`src/rtl/dmc_dma_fetch.sv`:
```
// ---------------------------------------------------------------------------
// dmc_dma_fetch
//   DMC sample-fetch controller. Holds the sample address/length counters and
//   steals CPU cycles to fetch one sample byte each time the DMC output unit
//   reports an empty buffer. Drives the DMA arbiter (RUNDMC, n_DMCAB, DMCRDY,
//   DMC_Addr). One ACLK1 rising edge is one CPU cycle.
//
//   Optional feature macro: DMC_IRQ_EN
//     defined   : dmc_irq sets when the final byte is fetched with loop=0 and
//                 IRQ enable=1; cleared by any W4015 write or W4010 DB[7]=0.
//     undefined : dmc_irq is constant 0, W4010 DB[7] is ignored.
//
// Ports
//   ACLK1        in   clock, one rising edge per CPU cycle
//   n_RES        in   asynchronous active-low reset
//   W4010        in   write strobe: DB[7]=IRQ enable, DB[6]=loop
//   W4012        in   write strobe: sample address value
//   W4013        in   write strobe: sample length value
//   W4015        in   write strobe: DB[4]=DMC enable
//   DB[7:0]      in   data bus (register writes and fetched sample)
//   RnW          in   CPU cycle type, 1 = read (halt only lands on a read)
//   buf_empty    in   sample buffer empty (fetch request level)
//   RUNDMC       out  DMC DMA in progress
//   n_DMCAB      out  0 = DMC owns the address bus this cycle
//   DMCRDY       out  0 = hold the CPU
//   DMC_Addr     out  current sample address
//   sample_data  out  last fetched byte
//   sample_valid out  one-cycle pulse, sample_data is new
//   dmc_active   out  remaining length != 0
//   dmc_irq      out  DMC interrupt
// ---------------------------------------------------------------------------
module dmc_dma_fetch #(
    parameter logic [15:0] ADDR_BASE    = 16'hC000,
    parameter int          LEN_STEP     = 16,
    parameter int          ALIGN_CYCLES = 1
) (
    input  logic        ACLK1,
    input  logic        n_RES,
    input  logic        W4010,
    input  logic        W4012,
    input  logic        W4013,
    input  logic        W4015,
    input  logic [7:0]  DB,
    input  logic        RnW,
    input  logic        buf_empty,
    output logic        RUNDMC,
    output logic        n_DMCAB,
    output logic        DMCRDY,
    output logic [15:0] DMC_Addr,
    output logic [7:0]  sample_data,
    output logic        sample_valid,
    output logic        dmc_active,
    output logic        dmc_irq
);

    typedef enum logic [1:0] {S_IDLE, S_HALT, S_ALIGN, S_FETCH} state_t;

    localparam logic [1:0]  ALIGN_LAST = (ALIGN_CYCLES > 0) ? 2'(ALIGN_CYCLES - 1) : 2'd0;
    localparam logic [15:0] LEN_STEP_W = 16'(LEN_STEP);

    state_t      state_q, state_d;
    logic [1:0]  align_cnt_q, align_cnt_d;
    logic [15:0] addr_q, addr_d;
    logic [15:0] len_q, len_d;
    logic [7:0]  sdata_q, sdata_d;
    logic        svalid_q, svalid_d;
    logic        irq_q, irq_d;
    logic        loop_q;
    logic        irq_en_q;
    logic [7:0]  reg_addr_q;
    logic [7:0]  reg_len_q;

    logic [15:0] addr_inc;
    logic [15:0] reload_addr;
    logic [15:0] reload_len;
    logic        disable_wr;

    // Sample space lives in $8000-$FFFF: the increment wraps into $8000.
    assign addr_inc    = (addr_q == 16'hFFFF) ? 16'h8000 : addr_q + 16'd1;
    assign reload_addr = ADDR_BASE + 16'({reg_addr_q, 6'b0});
    assign reload_len  = 16'(reg_len_q * LEN_STEP_W) + 16'd1;
    assign disable_wr  = W4015 && !DB[4];

    // ------------------------------------------------------------------ FSM
    always_ff @(posedge ACLK1 or negedge n_RES) begin
        if (!n_RES) begin
            state_q     <= S_IDLE;
            align_cnt_q <= 2'd0;
        end else begin
            state_q     <= state_d;
            align_cnt_q <= align_cnt_d;
        end
    end

    always_comb begin
        state_d     = state_q;
        align_cnt_d = align_cnt_q;
        RUNDMC      = 1'b0;
        n_DMCAB     = 1'b1;
        DMCRDY      = 1'b1;
        case (state_q)
            S_IDLE: begin
                // The pending-valid term keeps the buffer-empty level from
                // re-requesting before the output unit has seen the byte.
                if (buf_empty && (len_q != 16'd0) && !svalid_q)
                    state_d = S_HALT;
            end
            S_HALT: begin
                RUNDMC = 1'b1;
                DMCRDY = 1'b0;
                // A disable before the halt has landed drops the request;
                // once past HALT the fetch always completes.
                if (disable_wr || (len_q == 16'd0)) begin
                    state_d = S_IDLE;
                end else if (RnW) begin
                    if (ALIGN_CYCLES == 0) begin
                        state_d = S_FETCH;
                    end else begin
                        state_d     = S_ALIGN;
                        align_cnt_d = ALIGN_LAST;
                    end
                end
            end
            S_ALIGN: begin
                RUNDMC = 1'b1;
                DMCRDY = 1'b0;
                if (align_cnt_q == 2'd0) state_d = S_FETCH;
                else                     align_cnt_d = align_cnt_q - 2'd1;
            end
            S_FETCH: begin
                RUNDMC  = 1'b1;
                DMCRDY  = 1'b0;
                n_DMCAB = 1'b0;
                state_d = S_IDLE;
            end
            default: state_d = S_IDLE;
        endcase
    end

    // ------------------------------------------------------------- datapath
    always_comb begin
        addr_d   = addr_q;
        len_d    = len_q;
        sdata_d  = sdata_q;
        svalid_d = 1'b0;
        irq_d    = irq_q;

        if (state_q == S_FETCH) begin
            sdata_d  = DB;
            svalid_d = 1'b1;
            addr_d   = addr_inc;
            // Length may already be 0 if the DMC was disabled after HALT.
            if (len_q != 16'd0) len_d = len_q - 16'd1;
            if (len_q == 16'd1) begin
                if (loop_q) begin
                    // A same-cycle W4015 write overrides the loop reload.
                    if (!W4015) begin
                        addr_d = reload_addr;
                        len_d  = reload_len;
                    end
                end else if (irq_en_q) begin
                    irq_d = 1'b1;
                end
            end
        end

        if (W4015) begin
            irq_d = 1'b0;
            if (!DB[4]) begin
                len_d = 16'd0;
            end else if (len_d == 16'd0) begin
                addr_d = reload_addr;
                len_d  = reload_len;
            end
        end

        if (W4010 && !DB[7]) irq_d = 1'b0;
    end

    always_ff @(posedge ACLK1 or negedge n_RES) begin
        if (!n_RES) begin
            addr_q   <= ADDR_BASE;
            len_q    <= 16'd0;
            sdata_q  <= 8'd0;
            svalid_q <= 1'b0;
            irq_q    <= 1'b0;
        end else begin
            addr_q   <= addr_d;
            len_q    <= len_d;
            sdata_q  <= sdata_d;
            svalid_q <= svalid_d;
            irq_q    <= irq_d;
        end
    end

    // Stored register values, consumed only at the next reload.
    always_ff @(posedge ACLK1 or negedge n_RES) begin
        if (!n_RES) begin
            loop_q     <= 1'b0;
            irq_en_q   <= 1'b0;
            reg_addr_q <= 8'd0;
            reg_len_q  <= 8'd0;
        end else begin
            if (W4010) begin
                loop_q <= DB[6];
`ifdef DMC_IRQ_EN
                irq_en_q <= DB[7];
`else
                irq_en_q <= 1'b0;
`endif
            end
            if (W4012) reg_addr_q <= DB;
            if (W4013) reg_len_q  <= DB;
        end
    end

    assign DMC_Addr     = addr_q;
    assign sample_data  = sdata_q;
    assign sample_valid = svalid_q;
    assign dmc_active   = (len_q != 16'd0);
`ifdef DMC_IRQ_EN
    assign dmc_irq      = irq_q;
`else
    assign dmc_irq      = 1'b0;
`endif

endmodule

```
`config.mk`:
```
export PLATFORM = sky130hd
export DESIGN_NAME = dmc_dma_fetch
export DESIGN_NICKNAME = d
export VERILOG_FILES = /design/src/rtl/dmc_dma_fetch.sv
export SDC_FILE = /design/constraint.sdc
export NUM_CORES = 1
export LEC_CHECK = 0
export ABC_AREA = 1
export CORE_MARGIN = 2
export CORE_UTILIZATION = 45
export DETAILED_ROUTE_END_ITERATION = 8
export DONT_BUFFER_PORTS = 1
export PLACE_DENSITY_LB_ADDON = 0.08
export RECOVER_POWER = 50
export SYNTH_ARGS = -nofsm -noshare
export SYNTH_HDL_FRONTEND = slang
export SYNTH_SLANG_ARGS = --single-unit
```
`constraint.sdc`:
```
create_clock -name ACLK1 -period 2.5 [get_ports ACLK1]
set_input_delay 0.5 -clock ACLK1 [delete_from_list [all_inputs] [get_ports ACLK1]]
set_output_delay 0.5 -clock ACLK1 [all_outputs]
set_load 0.005 [all_outputs]
```
-- Word level (Yosys, flattened, before mapping)
Index checks and enable logic that the tools add are counted.
- flip-flop bits (word level): 62
- input bits: 16
- output and inout bits: 30
- word-level logic and storage cells: 69
- $add $sub $neg: 5
- eq/ne operators: 11
- multiplexer cells: 29
- reduce and logical (&&, ||, !) cells: 15
- operator list (operator ; number):
    16-bit 2-to-1 mux ; 16
    16-bit zero test ; 2
    15-bit by 15-bit adder with 16-bit output (first input constant) ; 1
    16-bit by 1-bit adder with 16-bit output (second input constant) ; 1
    16-bit by 1-bit equality test with 1-bit output (second input constant) ; 1
    16-bit equality test (second input constant) ; 1
    16-bit nonzero test ; 1
    16-bit by 1-bit subtractor with 16-bit output (second input constant) ; 1
    2-bit 2-to-1 mux ; 7
    12-bit by 1-bit adder with 13-bit output (second input constant) ; 1
    2-bit != test (second input constant) ; 5
    2-bit one-hot mux with 4 select lines ; 1
    2-bit equality test (second input constant) ; 2
    2-bit zero test ; 2
    1-bit 2-to-1 mux ; 4
    2-bit one-hot mux with 2 select lines ; 1
    4-bit AND reduction ; 1
    1-bit logical AND ; 3
    3-bit != test (second input constant) ; 1
    3-bit AND reduction ; 1
    3-bit OR reduction ; 1
    2-bit by 1-bit equality test with 1-bit output (second input constant) ; 1
    1-bit zero test ; 2
    2-bit nonzero test ; 1
    2 further kinds ; 2

-- Logic depth before layout (Yosys ltp)
- depth in word-level cells: 10
- depth in mapped cells: 17
- mapped depth without buffers: 17

-- Worst setup path after synthesis
Ideal clock, no wire load.
- kind: register to register
- from: register len_q[0]
- to: register addr_q[10] (netlist: DMC_Addr[10])
- arrival: 1.943 ns
- slack: 0.440 ns
- stages on the path, launching flop included: 16
- clock period less this slack: 2.060 ns
- cell sequence: dfrtp_1 -> inv_1 -> ha_1 -> nand2_4 -> nor2_2 -> nand2_4 -> buf_6 -> nand2_1 -> nor2_1 -> nor2_1 -> and2_1 -> nand2_1 -> nor2_2 -> nand4_4 -> nand2_1 -> nand2_1
- word-level cells in the longest chain between the ends: 10
- elaborated cells on any way between the ends: 14
- those cells by class: add/sub (1); eq/ne (1); mux (10); reduce/logical (2)
- ends and longest elaborated chain (what ; RTL line ; text):
    start: declaration ; 64 ; logic [15:0] len_q, len_d;
    start signal: assignment ; 189 ; len_q <= len_d;
    16-bit by 1-bit subtractor with 16-bit output / 16-bit nonzero test (equally long branches) ; 153 ; if (len_q != 16'd0) len_d = len_q - 16'd1;
    16-bit 2-to-1 mux ; 153 ;
    16-bit 2-to-1 mux ; 157 ; if (!W4015) begin
    16-bit 2-to-1 mux ; 155 ; if (loop_q) begin
    16-bit 2-to-1 mux ; 154 ; if (len_q == 16'd1) begin
    16-bit 2-to-1 mux ; 148 ; if (state_q == S_FETCH) begin
    16-bit zero test ; 171 ; end else if (len_d == 16'd0) begin
    16-bit 2-to-1 mux ; 171 ;
    16-bit 2-to-1 mux ; 169 ; if (!DB[4]) begin
    16-bit 2-to-1 mux * ; 167 ; if (W4015) begin
    via addr_d[10] ; 63 ; logic [15:0] addr_q, addr_d;
    end signal: assignment ; 188 ; addr_q <= addr_d;
    end: declaration ; 63 ;
Mark *: on every way through the listed nets, which the timed path passes. The rest lies on a longest branch.
A chain may end at the register's enable or synchronous reset.

-- Worst setup path in the final report
- from: register len_q[1]
- to: register addr_q[8] (netlist: DMC_Addr[8])
The elaborated chain is that of the path after synthesis.

==> qor.csv <==
metric,value,unit
outcome,finished with violations,
failing checks,"capacitance limit, slew limit",
stages on the worst setup path,15,
TritonRoute pass-1 iters,5,
grt total ovfl,0,
DRC viols,0,
final WL,12360,µm
1st-iter DRT viols,284,
number of global-route vias before repair,3886,
total die area,10010,µm²
clk sinks,62,
Vias/cell,5.460,
IO Port Bufs,0,
"slowest stage cell, crit path",dfrtp_1,
kind of critical path,reg2reg,
area grow syn2layout,14.97,%
Crit path required time,2730,ps
Die Y,100.1,µm
setup tns final,0,ps
"Slew Viols, Final",63,
post-synthesis register bit count,62,
HPWL Detailed,8619,µm
aggregate global-route resource usage,0.2569,
total chip power,7.111,mW
fin crit share,0.9423,
most frequent cells in the layout,"nand2_1, inv_1, nand3_1",
hold depth,1,
RSZ-0062 raised after global routing,true,
Post-Syn Instances,603,
Die X,100.1,µm
Synth warnings,0,
arrival time at the worst endpoint,2590,ps
Std-Cell Rows,35,
antenna violations before repair,0,
num ports,46,
Rel. slew slack,-0.07532,
Post-Layout Cell Count,744,
"most common cell after layout, fill and taps aside",nand2_1,
final setup vio count,0,
CP bufs+invs,3,
clock slew at reported path FFs,80,ps
crit path time final,2356,ps
Leakage,2.376,nW
Crit path max-delay family,simple AND/OR/NAND/NOR gates,
Syn Std Cell Area,4153,µm²
Mapped Avg Cell Area,6.887,µm²
CP dominant cell by count,nand2_1,
largest net degree at the start of global routing,63,
GPL Wtd Cong,0.9677,
first-pass GRT wire length,19840,µm
number of buffers created by CTS,9,
worst slew pin tran,1613,ps
Hold WC Path Type,in2reg,
"Top FF cell, synth",dfrtp_1,
CP peak stage delay,390,ps
FMAX,424.5,MHz
Reg2Reg Depth,15,
Inst Count DP,720,
via count,4062,
drt wl/cell,16.61,µm
Antenna Nets Post-Route,0,
register area share after synthesis,0.3742,
critical path capture point type,register,
Max-Cap Viols,1,
crit start category,register,
core footprint,9109,µm²
Post-synth EDFFs,0,
"critical path fanouts, max",13,
layout filler cell count,879,
Final Hold Fails,0,
clock latency on the worst-skew pair,350,ps
Synth cell types,42,
Worst VDD drop,0.5711,mV
Antenna Cells,0,
ys async rst share,1.000,
CTS tree,yes,
CTS root buf,clkbuf_8,
Final #Nets,648,
worst path cell trace,inv_1 > ha_1 > nand3_1 > nor2_4 > nand3_4 > buf_6 > o21ai_0 > nor2_2 > nand2_1 > inv_1 > nand2_1 > nor2_4 > nand4_4 > nand2_1 > nand2_1,
H-tree levels,3,
Pwr Density,1489,nW/µm²
clock skew,12.17,ps
Initial Utilization,0.4559,
share of layout cells above drive strength 1,0.1564,
syn_nets,623,
clock buffer depth,2,
## cells by family (layout without fill, tap and decap cells)
kind of cell	Yosys count	after routing	share of synthesized area
adder cells (fa/ha/maj)	4	4	0.01205
AO/OA/AOI/OAI	74	74	0.1015
flip-flops	62	62	0.3742
multiplexers	4	4	0.01054
other	1	1	0.0009030
XOR/XNOR	10	10	0.02109
buffers and inverters	101	129	0.1018
AND/OR/NAND/NOR	347	349	0.3778
## per-layer routing
metal / global-route usage / share of wire / vias up
met3: 0.05780 / 0.080 / 20
met4: 0.08219 / 0.021 / 0
li1: - / - / 2000
met1: 0.3695 / 0.46 / 1895
met5: 0 / 0 / -
met2: 0.3867 / 0.44 / 147
## Yosys cell counts, drive strengths merged (3+ instances only)
master	number	area, µm²
nand3	66	345.3
clkbuf	6	26.28
nand4	20	140.1
xor2	8	70.07
nand2	167	649.4
inv	79	296.5
a31oi	6	37.54
nor3	5	25.02
buf	14	92.58
nand3b	3	22.52
a21oi	16	80.08
o22ai	6	37.54
o21bai	7	52.55
nor2	82	361.6
o21ai	33	165.2
dfrtp	60	1501
ha	4	50.05
mux2	3	33.78
## area by class of cell
| class | instances | area (µm²) | area share |
|---|---|---|---|
| clock inverter | 3 | 42.54 | 0.008910 |
| tap | 111 | 138.9 | 0.02909 |
| multi-input combinational | 442 | 2301 | 0.4819 |
| timing repair buffer | 32 | 261.5 | 0.05477 |
| sequential | 62 | 1554 | 0.3255 |
| inverter | 81 | 307.8 | 0.06447 |
| clock buffer | 13 | 168.9 | 0.03538 |
## metrics by stage
step           utilization  worst slack [ps]  instance area (µm²)  hold slack, ps
2_1_floorplan            -             439.5                 4153           204.4
3_3_place_gp        0.4809             82.65                 4380           206.5
3_5_place_dp        0.4809             61.63                 4380           207.7
4_1_cts             0.5071             48.08                 4619           33.06
5_1_grt             0.5242            -11.73                 4775           219.1
6_report            0.5242             144.3                 4775           225.2
## repair_timing
action / CTS / global route
buffers inserted: 0 / 5
endpoints found under the setup margin: 0 / 25
hold endpoints to repair: 62 / 0
hold buffers: 1 / 0
resized for setup: 0 / 30
## worst paths after layout
path                           startpoint              to  slack [ps]
max in group asynchronous           n_RES    DMC_Addr[13]         980
max                              len_q[1]     DMC_Addr[8]         140
min in group asynchronous           n_RES        len_q[8]         560
min reg2reg                align_cnt_q[1]  align_cnt_q[1]         490
max reg2reg                      len_q[1]     DMC_Addr[8]         140
min                                 W4015       len_q[14]         230
## state kept, by name (all words and copies together), names as in the netlist, named ones only
register and cells:
loop_q 1, reg_addr_q 8, sample_valid 1, DMC_Addr 16, align_cnt_q 2, reg_len_q 8, state_q 1, len_q 16
sample_data 8
## where the power goes
| part | internal, mW | switching (mW) |
|---|---|---|
| combinational | 1.62 | 2.85 |
| sequential | 1.34 | 0.336 |
| clock | 0.542 | 0.424 |
No activity file was read; power rests on OpenSTA's default activity.
